File: src/rtl/uart_cmd_parser.sv
// uart_cmd_parser
// Assembles six-byte command frames (HDR, OP, ADDR, DH, DL, CHK) arriving one
// byte per rx_done strobe from a UART receiver. It presents each checksum-valid
// command on a valid/ready interface and reports framing problems as a
// one-cycle error strobe with a sticky error code.
//
// Ports
//   clk        system clock, all logic on the rising edge
//   rst_n      asynchronous active-low reset
//   rx_data    received byte, qualified by rx_done
//   rx_done    one-cycle strobe per received byte
//   cmd_valid  a decoded command is being offered
//   cmd_ready  consumer accepts the offered command
//   cmd_op     command opcode
//   cmd_addr   register address
//   cmd_wdata  write data {DH, DL}
//   frame_err  one-cycle error strobe
//   err_code   last error: 01 checksum, 10 timeout, 11 overrun
module uart_cmd_parser #(
  parameter int unsigned TIMEOUT_CYC = 100000,
  parameter logic [7:0]  HDR         = 8'hA5
) (
  input  logic        clk,
  input  logic        rst_n,
  input  logic [7:0]  rx_data,
  input  logic        rx_done,
  output logic        cmd_valid,
  input  logic        cmd_ready,
  output logic [7:0]  cmd_op,
  output logic [7:0]  cmd_addr,
  output logic [15:0] cmd_wdata,
  output logic        frame_err,
  output logic [1:0]  err_code
);

  // Counter just wide enough to hold TIMEOUT_CYC itself.
  localparam int unsigned      CNT_W     = (TIMEOUT_CYC < 1) ? 1 : $clog2(TIMEOUT_CYC + 1);
  localparam logic [CNT_W-1:0] CNT_LIMIT = CNT_W'(TIMEOUT_CYC);

  localparam logic [1:0] ERR_CHK = 2'b01;
  localparam logic [1:0] ERR_TMO = 2'b10;
  localparam logic [1:0] ERR_OVR = 2'b11;

  typedef enum logic [2:0] {
    IDLE,
    OP,
    ADDR,
    DH,
    DL,
    CHK,
    HOLD
  } state_t;

  state_t           state;
  state_t           state_next;
  logic [CNT_W-1:0] idle_cnt;
  logic [7:0]       op_q;
  logic [7:0]       addr_q;
  logic [7:0]       dh_q;
  logic [7:0]       dl_q;
  logic             in_frame;
  logic             timed_out;
  logic             chk_match;
  logic             load_cmd;
  logic             err_fire;
  logic [1:0]       err_val;

  assign in_frame  = (state != IDLE) && (state != HOLD);
  assign timed_out = in_frame && (idle_cnt >= CNT_LIMIT);
  assign chk_match = ((op_q ^ addr_q ^ dh_q ^ dl_q) == rx_data);

  // The command is offered exactly while the FSM waits in HOLD, so the
  // valid flag cannot drift out of step with the state.
  assign cmd_valid = (state == HOLD);

  always_ff @(posedge clk or negedge rst_n) begin
    if (!rst_n) begin
      state <= IDLE;
    end else begin
      state <= state_next;
    end
  end

  always_comb begin
    state_next = state;
    load_cmd   = 1'b0;
    err_fire   = 1'b0;
    err_val    = ERR_CHK;
    case (state)
      IDLE: begin
        if (rx_done && (rx_data == HDR)) state_next = OP;
      end
      OP: begin
        if (rx_done) state_next = ADDR;
      end
      ADDR: begin
        if (rx_done) state_next = DH;
      end
      DH: begin
        if (rx_done) state_next = DL;
      end
      DL: begin
        if (rx_done) state_next = CHK;
      end
      CHK: begin
        if (rx_done) begin
          if (chk_match) begin
            state_next = HOLD;
            load_cmd   = 1'b1;
          end else begin
            state_next = IDLE;
            err_fire   = 1'b1;
            err_val    = ERR_CHK;
          end
        end
      end
      HOLD: begin
        // A byte arriving here is lost; the handshake still completes in
        // the same cycle if the consumer happens to accept.
        if (rx_done) begin
          err_fire = 1'b1;
          err_val  = ERR_OVR;
        end
        if (cmd_ready) state_next = IDLE;
      end
      default: state_next = IDLE;
    endcase
    // A byte arriving on the timeout cycle takes priority over the timeout.
    if (timed_out && !rx_done) begin
      state_next = IDLE;
      err_fire   = 1'b1;
      err_val    = ERR_TMO;
    end
  end

  // Idle counter: held at zero outside a frame and on every byte, then
  // counts quiet cycles and sticks at the limit.
  always_ff @(posedge clk or negedge rst_n) begin
    if (!rst_n) begin
      idle_cnt <= '0;
    end else if (!in_frame || rx_done) begin
      idle_cnt <= '0;
    end else if (idle_cnt != CNT_LIMIT) begin
      idle_cnt <= idle_cnt + CNT_W'(1);
    end
  end

  // Frame field capture; every frame rewrites all four fields before CHK.
  always_ff @(posedge clk or negedge rst_n) begin
    if (!rst_n) begin
      op_q   <= '0;
      addr_q <= '0;
      dh_q   <= '0;
      dl_q   <= '0;
    end else if (rx_done) begin
      case (state)
        OP:      op_q   <= rx_data;
        ADDR:    addr_q <= rx_data;
        DH:      dh_q   <= rx_data;
        DL:      dl_q   <= rx_data;
        default: ;
      endcase
    end
  end

  // Registered outputs: command fields only change when a new command is
  // accepted, and err_code keeps the last error until the next one.
  always_ff @(posedge clk or negedge rst_n) begin
    if (!rst_n) begin
      cmd_op    <= '0;
      cmd_addr  <= '0;
      cmd_wdata <= '0;
      frame_err <= 1'b0;
      err_code  <= 2'b00;
    end else begin
      frame_err <= err_fire;
      if (err_fire) err_code <= err_val;
      if (load_cmd) begin
        cmd_op    <= op_q;
        cmd_addr  <= addr_q;
        cmd_wdata <= {dh_q, dl_q};
      end
    end
  end

endmodule

File: config.mk
export PLATFORM = sky130hd
export DESIGN_NAME = uart_cmd_parser
export DESIGN_NICKNAME = d
export VERILOG_FILES = /design/src/rtl/uart_cmd_parser.sv
export SDC_FILE = /design/constraint.sdc
export NUM_CORES = 1
export LEC_CHECK = 0
export BUFFER_PORTS_ARGS = -buffer_cell sky130_fd_sc_hd__buf_2
export CORE_MARGIN = 8
export CORE_UTILIZATION = 33
export DETAILED_ROUTE_END_ITERATION = 8
export GPL_TIMING_DRIVEN = 0
export PLACE_DENSITY_LB_ADDON = 0.15
export SYNTH_ARGS = -nofsm -noshare
export SYNTH_HDL_FRONTEND = slang
export SYNTH_SLANG_ARGS = --single-unit
File: constraint.sdc
create_clock -name clk -period 2.25 [get_ports clk]
set_input_delay 0.1125 -clock clk [delete_from_list [all_inputs] [get_ports clk]]
set_output_delay 0.1125 -clock clk [all_outputs]
set_load 0.005 [all_outputs]
==> results.tsv <==
stage	metric	value	unit
outcome	status	complete, no violations	
layout	Layout Nets	381	
critical_path	startpoint kind of the worst setup timing path	flop	
sta	Fin Setup TNS	0	ns
placed_design	DP Wirelength	5910	um
sta	Max Slew Vio Count	0	
grt	number of antenna violations at the first check in global routing	0	
yosys	sequential element share of the synthesized area	0.542	
critical_path	R2R setup slack	0.0006	ns
yosys	cell taking the most area after synthesis	dfrtp_1	
floorplan	number of placement rows	40	
critical_path	Crit Reg-Reg Startpoint	op_q[3]	
yosys	number of standard cells after synthesis	301	
cts	number of CTS-inserted buffers	9	
sta	Setup violations, final	0	
critical_path	Worst Setup Path Type	reg -> reg	
layout	core utilization of the finished layout	0.413	
job	max capacitance violation total	0	
power_and_ir_drop	cell area power density	1110	mW/mm^2
grt	Remaining Overflow, GRT	0	
yosys	fraction of synthesis flops using an asynchronous set or reset pin	1.00	
cts	Clock Sink Count	87	
floorplan	die extent in y	126	um
grt	number of global-route vias before repair	2654	
power_and_ir_drop	leakage	0.00232	uW
critical_path	Register-to-Register Path Depth	7	
grt	overall fraction of global-route tracks in use	0.110	
min_path	Worst Hold Depth	2	
sta	transition at the pin with the smallest max-transition slack	0.652	ns
yosys	count of yosys warnings during synthesis	0	
cts	clock-pin slew reported for the worst setup and hold paths after clock tree synthesis	0.06	ns
sta	final cycle utilization of the critical path	1.00	
grt	first-pass GRT wire length	13900	um
yosys	Post-synth EDFFs	0	
sta	Fmax achieved	445	MHz
yosys	top cells by area, synth	dfrtp_1, mux2_2, mux2_1, xnor2_1, xnor3_1	
floorplan	area of the core	0.0120	mm^2
critical_path	CP arrival	2.46	ns
min_path	destination of the worst hold path	dh_q[1]	
detailed_routing	# DRC	0	
yosys	most used flip-flop cell after synthesis	dfrtp_1	
yosys	distinct cell type count of the synthesized netlist	43	
sta	Final Skew	0.00797	ns
critical_path	WP data required	2.46	ns
sta	Final Hold Violating Endpoints	0	
cts	Clk Latency, worst-skew pair	0.33	ns
detailed_routing	total wirelength of the detailed-routed design	8510	um
floorplan	top-level I/O count	48	
floorplan	area of the die	0.0160	mm^2
placed_design	routability cong.	0.731	
critical_path	maximum fanout count along the critical path	10	
detailed_routing	detailed-route vias per instance	4.88	
detailed_routing	DR pass1 iterations	4	
floorplan	Starting Density	0.336	
cts	CTS tree	built	
power_and_ir_drop	largest vdd supply drop	0.395	mV
layout	layout overhead on the synthesized area	22.8	%
detailed_routing	number of DRC violations after detailed-routing iteration 0	109	
cts	Max Buffers Root-to-Sink	2	
layout	share of layout cells above drive strength 1	0.344	
sta	worst slack on hold paths	0.103	ns
floorplan	Chip Width	126	um
yosys	post-synthesis cell area	0.00402	mm^2
placed_design	Port Buf Inserts	47	
yosys	mean cell area of the mapped netlist	13.4	um^2
cts	number of H-tree branching levels	3	
detailed_routing	Routed WL per cell	16.4	um
grt	pin count of the biggest net entering global routing	55	
critical_path	capturing point of the worst reg2reg path	cmd_wdata[2]	
yosys	leading post-synthesis cells by instance count	dfrtp_1, mux2_2, mux2_1, xnor2_1, nor2_1	
cts	clock root buffer	clkbuf_16	
yosys	synthesized flop and latch total	87	
yosys	share of Yosys cell area claimed by the top area cell type	0.542	
sta	worst relative slew slack	0.562	
sta	setup repair after global routing missed its margin	true	
detailed_routing	DRT antenna net count	0	
yosys	synthesized net count	315	
detailed_routing	total vias in the final route	2532	
sta	minimum clock period after layout	2.25	ns
layout	number of diodes added for antenna fixing	0	
yosys	leading cell type by number of instances after synthesis	dfrtp_1	
critical_path	Critical Path End Type	flop	
min_path	startpoint of the most critical hold path	rx_data[1]	
min_path	type of the tightest min-delay check	in -> reg	
[routing by layer]
| metal | up-vias | track usage | share of wire |
|---|---|---|---|
| li1 | 1207 | - | - |
| met1 | 1272 | 0.145 | 0.49 |
| met2 | 45 | 0.165 | 0.46 |
| met3 | 8 | 0.0264 | 0.039 |
| met4 | 0 | 0.0573 | 0.017 |
| met5 | - | 0 | 0 |
[cell usage in the layout, fill, tap and decap left out, types with 2 or more instances in the layout]
cell type   n
dfrtp_1    87
nor3b_1     2
o21ai_0     4
nor4b_1     2
xnor3_1     8
xor2_1      6
mux2_2     35
clkbuf_16   9
a32o_1      2
nand3_1     4
buf_4       7
a211oi_1    3
or3_1       2
clkinv_4    2
ha_1        2
nand2b_1    2
nand4_1     7
clkbuf_1    8
inv_1       5
mux2_1     12
mux2_4     18
nor2_1     19
xnor2_1    23
nor3_1      5
buf_2      46
buf_12      3
a21oi_1     8
and3_1      2
nor2b_1     3
nand2_1     7
and2_1      5
[final cells by class]
class / count / area (um^2)
repair buffers: 56 / 332
clock inverters: 4 / 55.1
plain buffers: 9 / 82.6
fillers: 1136 / 7020
multi-input cells: 199 / 1840
clock buffers: 12 / 246
well taps: 147 / 184
inverters: 5 / 18.8
flip-flops and latches: 87 / 2180
[worst max-delay path by stage]
stage	cells after the start	slack [ns]	end	start
6_report	7	0.0006	cmd_wdata[2]	op_q[3]
3_5_place_dp	6	-0.37	cmd_wdata[4]	addr_q[3]
3_3_place_gp	6	-0.37	cmd_wdata[11]	addr_q[3]
2_1_floorplan	6	0.08	cmd_addr[0]	addr_q[1]
5_1_grt	7	-0.11	cmd_op[3]	op_q[3]
4_1_cts	7	-0.03	cmd_op[7]	op_q[3]
[critical path, stage by stage, from the launching register on]
cell and delay [ns]:
dfrtp_1 0.40, xnor3_1 0.38, xnor2_2 0.18, nand4_1 0.21, nor4b_4 0.31, buf_6 0.17, buf_12 0.15, mux2_1 0.32
[timing repair]
action                                 in CTS  in global routing
endpoints found under the hold margin      33                  0
setup buffers                               5                  1
hold buffers                                1                  0
gates cloned                                0                  0
pin swaps                                   4                  5
setup endpoints to repair                  32                 46
resized for setup                          16                 11
[cells by family (layout without fill, tap and decap cells)]
kind of cell	count (synthesis)	after routing	share of synthesized area
xor gates and xnor gates	38	38	0.110
DFF	87	87	0.542
buffers and inverters	15	86	0.0196
muxes	66	66	0.185
adders and majority gates	2	2	0.00622
AOI/OAI and AO/OA	27	27	0.0454
and+or+nand+nor	66	66	0.0924
[power breakdown]
part / switching, uW / total (uW) / internal (uW)
clock network: 594 / 1490 / 895
logic: 716 / 1800 / 1090
registers: 291 / 2200 / 1910
total: 1600 / 5490 / 3890
[per-stage QoR]
step | area [um^2] | instances | setup WS (ns) | total power, uW
4_1_cts | 4890 | 519 | -0.0332 | 5550
3_3_place_gp | 4440 | 495 | -0.370 | 3900
5_1_grt | 4940 | 519 | -0.114 | 5820
2_1_floorplan | 4020 | 301 | 0.0751 | 3530
6_report | 4940 | 519 | 0.000595 | 5490
3_5_place_dp | 4480 | 497 | -0.373 | 3930
[sequential cells by signal, indices dropped and copies added (netlist names)]
signal / flops
op_q: 8
idle_cnt: 17
cmd_op: 8
frame_err: 1
cmd_wdata: 16
dl_q: 8
cmd_addr: 8
addr_q: 8
state: 3
dh_q: 8
err_code: 2
(Power assumes the default switching activity.)
